[src/rtl/mem_ctrl.sv]
// Byte-serial RAM front end: arbitrates LSB loads/stores and instruction fetches onto an
// 8-bit single-port RAM, with a direct-mapped, one-word-per-line instruction cache.
module mem_ctrl #(
  parameter int ADDR_WIDTH = 32,
  parameter int ICACHE_IDX = 4,
  parameter int ICACHE_EN  = 1
) (
  input  logic                  clk_in,
  input  logic                  rst_in,
  input  logic                  rdy_in,
  input  logic                  rob_clear_up,
  output logic                  ram_rw,
  output logic [ADDR_WIDTH-1:0] ram_addr,
  output logic [7:0]            ram_in,
  input  logic [7:0]            ram_out,
  input  logic                  lsb_valid,
  input  logic                  lsb_is_store,
  input  logic [2:0]            lsb_op,
  input  logic [31:0]           lsb_addr,
  input  logic [31:0]           lsb_data,
  output logic                  lsb_done,
  output logic [31:0]           lsb_data_out,
  input  logic                  fetch_valid,
  input  logic [31:0]           fetch_pc,
  output logic                  fetch_ready,
  output logic [31:0]           inst,
  output logic [31:0]           inst_addr,
  output logic [1:0]            dbg_state
);

  // Handshake: a requester raises its valid and holds it, unchanged, until the matching
  // one-cycle done/ready pulse; it must drop valid in that pulse cycle, since the edge
  // ending the pulse cycle is an IDLE edge that samples requests again.
  localparam int DEPTH = 1 << ICACHE_IDX;
  localparam int TAG_W = 32 - ICACHE_IDX - 2;

  typedef enum logic [1:0] {S_IDLE = 2'd0, S_FETCH = 2'd1, S_LOAD = 2'd2, S_STORE = 2'd3} state_t;

  state_t                  state_q;
  logic [2:0]              step_q, nbytes_q, op_q;
  logic [31:0]             addr_q, wdata_q, buf_q;
  logic                    ram_rw_q;
  logic [ADDR_WIDTH-1:0]   ram_addr_q;
  logic [7:0]              ram_in_q;
  logic                    done_q, ready_q;
  logic [31:0]             data_out_q, inst_q, inst_addr_q;
  logic [DEPTH-1:0]        valid_q;
  logic [TAG_W-1:0]        tag_q [DEPTH];
  logic [31:0]             line_q [DEPTH];

  logic [ICACHE_IDX-1:0]   fidx, sidx, aidx;
  logic [TAG_W-1:0]        ftag, stag, atag;
  logic                    fhit, shit;
  logic [2:0]              req_bytes, step_nx;
  logic [31:0]             next_addr, word_d;

  assign fidx      = fetch_pc[ICACHE_IDX+1:2];
  assign ftag      = fetch_pc[31:ICACHE_IDX+2];
  assign sidx      = lsb_addr[ICACHE_IDX+1:2];
  assign stag      = lsb_addr[31:ICACHE_IDX+2];
  assign aidx      = addr_q[ICACHE_IDX+1:2];
  assign atag      = addr_q[31:ICACHE_IDX+2];
  assign fhit      = (ICACHE_EN != 0) && valid_q[fidx] && (tag_q[fidx] == ftag);
  assign shit      = valid_q[sidx] && (tag_q[sidx] == stag);
  assign step_nx   = step_q + 3'd1;
  assign next_addr = addr_q + {29'd0, step_nx};

  always_comb begin
    req_bytes = 3'd4;
    case (lsb_op[1:0])
      2'd0:    req_bytes = 3'd1;
      2'd1:    req_bytes = 3'd2;
      default: req_bytes = 3'd4;
    endcase
  end

  // Reads are pipelined: at step s the byte addressed at step s-1 is on ram_out.
  always_comb begin
    word_d = buf_q;
    case (step_q)
      3'd1:    word_d[7:0]   = ram_out;
      3'd2:    word_d[15:8]  = ram_out;
      3'd3:    word_d[23:16] = ram_out;
      3'd4:    word_d[31:24] = ram_out;
      default: word_d = buf_q;
    endcase
  end

  function automatic logic [31:0] extend(input logic [31:0] v, input logic [2:0] op);
    case (op[1:0])
      2'd0:    extend = op[2] ? {24'd0, v[7:0]} : {{24{v[7]}}, v[7:0]};
      2'd1:    extend = op[2] ? {16'd0, v[15:0]} : {{16{v[15]}}, v[15:0]};
      default: extend = v;
    endcase
  endfunction

  always_ff @(posedge clk_in) begin
    if (rst_in) begin
      state_q     <= S_IDLE;
      step_q      <= 3'd0;
      nbytes_q    <= 3'd0;
      op_q        <= 3'd0;
      addr_q      <= 32'd0;
      wdata_q     <= 32'd0;
      buf_q       <= 32'd0;
      ram_rw_q    <= 1'b1;
      ram_addr_q  <= '0;
      ram_in_q    <= 8'd0;
      done_q      <= 1'b0;
      ready_q     <= 1'b0;
      data_out_q  <= 32'd0;
      inst_q      <= 32'd0;
      inst_addr_q <= 32'd0;
      valid_q     <= '0;
    end else if (rdy_in) begin
      done_q  <= 1'b0;
      ready_q <= 1'b0;
      case (state_q)
        S_IDLE: begin
          if (!rob_clear_up && lsb_valid) begin
            addr_q     <= lsb_addr;
            op_q       <= lsb_op;
            wdata_q    <= lsb_data;
            nbytes_q   <= req_bytes;
            step_q     <= 3'd0;
            ram_addr_q <= lsb_addr[ADDR_WIDTH-1:0];
            if (lsb_is_store) begin
              state_q  <= S_STORE;
              ram_rw_q <= 1'b0;
              ram_in_q <= lsb_data[7:0];
              if (shit) valid_q[sidx] <= 1'b0;
            end else begin
              state_q <= S_LOAD;
            end
          end else if (!rob_clear_up && fetch_valid) begin
            if (fhit) begin
              ready_q     <= 1'b1;
              inst_q      <= line_q[fidx];
              inst_addr_q <= fetch_pc;
            end else begin
              state_q    <= S_FETCH;
              addr_q     <= fetch_pc;
              nbytes_q   <= 3'd4;
              step_q     <= 3'd0;
              ram_addr_q <= fetch_pc[ADDR_WIDTH-1:0];
            end
          end
        end
        S_FETCH, S_LOAD: begin
          if (rob_clear_up) begin
            state_q <= S_IDLE;
          end else if (step_q == nbytes_q) begin
            state_q <= S_IDLE;
            if (state_q == S_LOAD) begin
              done_q     <= 1'b1;
              data_out_q <= extend(word_d, op_q);
            end else begin
              ready_q     <= 1'b1;
              inst_q      <= word_d;
              inst_addr_q <= addr_q;
              if (ICACHE_EN != 0) begin
                line_q[aidx]  <= word_d;
                tag_q[aidx]   <= atag;
                valid_q[aidx] <= 1'b1;
              end
            end
          end else begin
            buf_q  <= word_d;
            step_q <= step_nx;
            if (step_nx < nbytes_q) ram_addr_q <= next_addr[ADDR_WIDTH-1:0];
          end
        end
        S_STORE: begin
          // Stores are already committed, so a flush does not stop them.
          if (step_nx == nbytes_q) begin
            state_q  <= S_IDLE;
            ram_rw_q <= 1'b1;
            done_q   <= 1'b1;
          end else begin
            step_q     <= step_nx;
            ram_addr_q <= next_addr[ADDR_WIDTH-1:0];
            ram_in_q   <= wdata_q[15:8];
            wdata_q    <= {8'd0, wdata_q[31:8]};
          end
        end
        default: state_q <= S_IDLE;
      endcase
    end
  end

  assign ram_rw       = ram_rw_q | ~rdy_in;
  assign ram_addr     = ram_addr_q;
  assign ram_in       = ram_in_q;
  assign lsb_done     = done_q;
  assign lsb_data_out = data_out_q;
  assign fetch_ready  = ready_q;
  assign inst         = inst_q;
  assign inst_addr    = inst_addr_q;
  assign dbg_state    = state_q;

endmodule

[config.mk]
export PLATFORM = sky130hd
export DESIGN_NAME = mem_ctrl
export DESIGN_NICKNAME = d
export VERILOG_FILES = /design/src/rtl/mem_ctrl.sv
export SDC_FILE = /design/constraint.sdc
export NUM_CORES = 2
export LEC_CHECK = 0
export ABC_AREA = 1
export CAP_MARGIN = 20
export CORE_ASPECT_RATIO = 1.5
export CORE_MARGIN = 2
export CORE_UTILIZATION = 45
export CTS_CLUSTER_SIZE = 8
export DETAILED_ROUTE_END_ITERATION = 8
export MAX_ROUTING_LAYER = met4
export RECOVER_POWER = 50
export REMOVE_ABC_BUFFERS = 1
export SYNTH_ARGS = -nofsm -noshare
export SYNTH_HDL_FRONTEND = slang
export SYNTH_SLANG_ARGS = --single-unit
[constraint.sdc]
create_clock -name clk_in -period 6.45 [get_ports clk_in]
set_clock_uncertainty 0.1 [all_clocks]
set_input_delay 1.29 -clock clk_in [delete_from_list [all_inputs] [get_ports clk_in]]
set_output_delay 1.29 -clock clk_in [all_outputs]
set_load 0.01 [all_outputs]
==> results.toml <==
[power_and_ir_drop]
leakagePower_nw = 25.2
peakVddDrop_v = 0.000248
design_power_total_mw = 18.9
power_density_mw_per_mm2 = 294

[floorplanning]
die_area_mm2 = 0.126
floorplan.initialDensity_pct = 45.3
placementRows = 157
boundaryPins = 255
floorplan.die.height_um = 433
floorplan.die.width_um = 290
core_area_mm2 = 0.122

[synthesis]
postSynthCellCount = 6160
synth-simple-area-share_pct = 20.2
unique_cell_type_count_in_the_yosys_netlist = 45
yosysWarningCount = 0
syn_area_mm2 = 0.0553
share_of_synthesized_area_occupied_by_flip_flops_and_latches_pct = 59.6
synth_area_per_cell_um2 = 8.97
synth_compound_area_share_pct = 12.5
synth.ff_latch_count = 1182
synthAdderAreaFrac_pct = 0.353
yosys-mux-area-fraction_pct = 0.0362
post_synthesis_share_of_cell_area_spent_on_xor_and_xnor_gates_pct = 0.206
synth_top_family_by_area = "simple AND/OR/NAND/NOR gates"

[worst_hold_path]
hold_path.class = "reg -> reg"

[sta]
fmaxAchievable_mhz = 184
worst-slew-pin-transition_ps = 2020
report.final.hold_viol_count = 0
layout_min_cycle_time_ps = 5450
min_period_over_period_pct = 84.4
maxSlewHeadroom_pct = -34.6
rsz0062_at_grt = "false"
report.final.setup_viol = 0
post-route-worst-setup-slack_ps = 1000
timing.setup.tns_ps = 0
final.hold.worst_slack_ps = 343
final_max_slew_viols = 156

[setup_path]
timing.critical_path.to_type = "register"
worstPathArrival_ps = 5780
crit_required_ps = 6780
crit_path_max_fanout = 38
reg2reg_depth = 9
crit-reg2reg-capture = "tag_q[10][20]"
worst_setup_path_endpoint = "tag_q[10][20]"
worst_setup_path_start_kind = "register"
crit_type = "reg -> reg"
worst-r2r-setup-slack_ps = 1000
timing.rr.start = "dbg_state[0]"
startpoint = "dbg_state[0]"

[run_status]
violations = "capacitance limit, slew limit"
outcome = "finished, violations left"

[flow_run]
drv_cap = 3

[layout]
fin_nets = 6469
area_delta_synth_final_pct = 16.6
finalCoreUtilization_pct = 52.8
layout_cells_sized_above_1_pct = 5.96

[drt]
total_wire_length_um = 203000
route.detailed.wl_per_inst_um = 25.2
drtPass1Iterations = 6
route.detailed.vias_per_inst = 5.76
postRouteAntennaNets = 0
detail_route.iter0.violations = 5264
vias = 46400
remaining_drc_errors = 0

[cts]
clk_root_buffer_cell = "sky130_fd_sc_hd__clkbuf_16"
htreeDepth = 4
postCtsSetupRepairBufs = 0
cts_tree = "done"
clk_pin_slew_worst_paths_ps = 60
number_of_clock_buffers_inserted_by_tritoncts = 166
cts.repair.resized = 0
clock_path_buffers = 3
insertion_delay_to_the_later_sink_of_the_worst_skew_pair_ps = 810
cts.sink_count = 1182
number_of_hold_buffers_added_after_cts = 0

[global_route]
grt_antenna_before_repair = 4
grt_remaining_overflow = 0
first_global_vias = 44200
grt_start_max_net_pins = 226
grtUsageTotal_pct = 32.8
grt_pass1_wl_um = 293000

[place]
place_ws_ps = 986
port_buffers = 254
place.gp.congestion = 1.02
dpl.hpwl_um = 126000
## cell usage after synthesis, drive strengths merged
cell | count | share of area, %
nor2 | 693 | 4.8
o221ai | 55 | 0.87
xnor2 | 1 | 0.016
fa | 1 | 0.036
edfxtp | 928 | 50
clkbuf | 213 | 1.4
nand3 | 411 | 3.7
dfxtp | 254 | 9.2
nand3b | 1 | 0.014
o31ai | 4 | 0.054
buf | 173 | 1.8
a211oi | 41 | 0.56
o211ai | 49 | 0.67
a221oi | 9 | 0.14
mux2i | 2 | 0.036
ha | 14 | 0.32
or2 | 16 | 0.18
xor2 | 12 | 0.19
clkinv | 5 | 0.034
inv | 559 | 3.8
and2 | 1 | 0.011
a21oi | 291 | 2.6
o21ai | 667 | 6.1
nand4 | 52 | 0.59
a22oi | 21 | 0.29
a31oi | 31 | 0.35
o22ai | 67 | 0.76
nor3 | 18 | 0.17
nand2 | 1553 | 11
o21bai | 10 | 0.14
nor4 | 8 | 0.11
## critical path: stages, from the launching register on
cell	delay (ps)
sky130_fd_sc_hd__dfxtp_1	460
sky130_fd_sc_hd__inv_1	150
sky130_fd_sc_hd__ha_4	700
sky130_fd_sc_hd__inv_1	760
sky130_fd_sc_hd__nor2_1	380
sky130_fd_sc_hd__inv_1	90
sky130_fd_sc_hd__nor3_1	240
sky130_fd_sc_hd__nand3_2	720
sky130_fd_sc_hd__nor2_4	930
sky130_fd_sc_hd__buf_4	480
## kinds of logic (layout without fill, tap and decap cells)
family	after synthesis	count (layout)
and+or+nand+nor	2753	2753
AOI/OAI and AO/OA	1245	1245
DFF	1182	1182
buffers and inverters	950	1253
adders and majority gates	15	15
xor gates and xnor gates	13	13
muxes	2	2
other	0	5
## sequential cells by signal, summed over array words and instances (netlist names), 32 cells and up
signal	flops
line_q	512
inst	32
addr_q	32
buf_q	32
inst_addr	32
lsb_data_out	32
ram_addr	32
tag_q	416
## per-layer routing
metal	track usage [%]	wire (µm)	vias up
met4	18.8	13000	0
met5	-	0	-
met1	39.4	78600	22300
li1	-	-	21200
met2	53.0	96300	2362
met3	4.70	15400	595
## how the worst min path moves through the flow
stage                          start          endpoint  slack, ps  cells past startpoint
CTS                 lsb_data_out[15]  lsb_data_out[15]        350                      2
global placement     lsb_data_out[4]   lsb_data_out[4]        340                      2
global route         lsb_data_out[3]   lsb_data_out[3]        360                      2
finish              lsb_data_out[15]  lsb_data_out[15]        340                      2
detailed placement   lsb_data_out[7]   lsb_data_out[7]        340                      2
floorplan                  buf_q[16]         buf_q[16]        330                      2
## power breakdown
part,internal [mW],total (mW),switching (mW),leakage (nW)
clock network,4.91,8.27,3.36,2.32
registers,8.41,8.55,0.139,10.5
logic,0.592,2.12,1.53,12.4
## cell usage in the layout (no fill, tap or decap), drive strengths merged, types with 2 or more instances in the layout
| master | synthesis | routed |
|---|---|---|
| dlygate4sd3 | 0 | 143 |
| o211ai | 49 | 49 |
| nor4 | 8 | 8 |
| dfxtp | 254 | 254 |
| a22oi | 21 | 21 |
| buf | 173 | 139 |
| a21oi | 291 | 291 |
| o221ai | 55 | 55 |
| mux2i | 2 | 2 |
| or2 | 16 | 16 |
| clkinv | 5 | 10 |
| ha | 14 | 14 |
| nand2 | 1553 | 1553 |
| edfxtp | 928 | 928 |
| nor2 | 693 | 693 |
| nand4 | 52 | 52 |
| nor3 | 18 | 18 |
| o21ai | 667 | 667 |
| a221oi | 9 | 9 |
| clkdlybuf4s50 | 0 | 104 |
| o22ai | 67 | 67 |
| a31oi | 31 | 31 |
| clkbuf | 213 | 292 |
| o31ai | 4 | 4 |
| inv | 559 | 565 |
| o21bai | 10 | 10 |
| nand3 | 411 | 411 |
| a211oi | 41 | 41 |
| xor2 | 12 | 12 |
| diode | 0 | 5 |
## metrics by stage
step,std cells,cell area [µm²]
floorplan,5774,53500
global placement,7760,59600
detailed placement,7761,59600
CTS,8052,64500
finish,8058,64400
global route,8057,64400
## layout make-up
type	count	area, µm²
Antenna cell	5	12.5
Clock buffer	280	4680
Clock inverter	11	209
Fill cell	11100	57600
Inverter	564	2140
Multi-Input combinational cell	4028	18600
Sequential cell	1182	33000
Tap cell	1590	1990
Timing Repair Buffer	398	3850
Note: power is estimated with default switching activity, not from simulation.
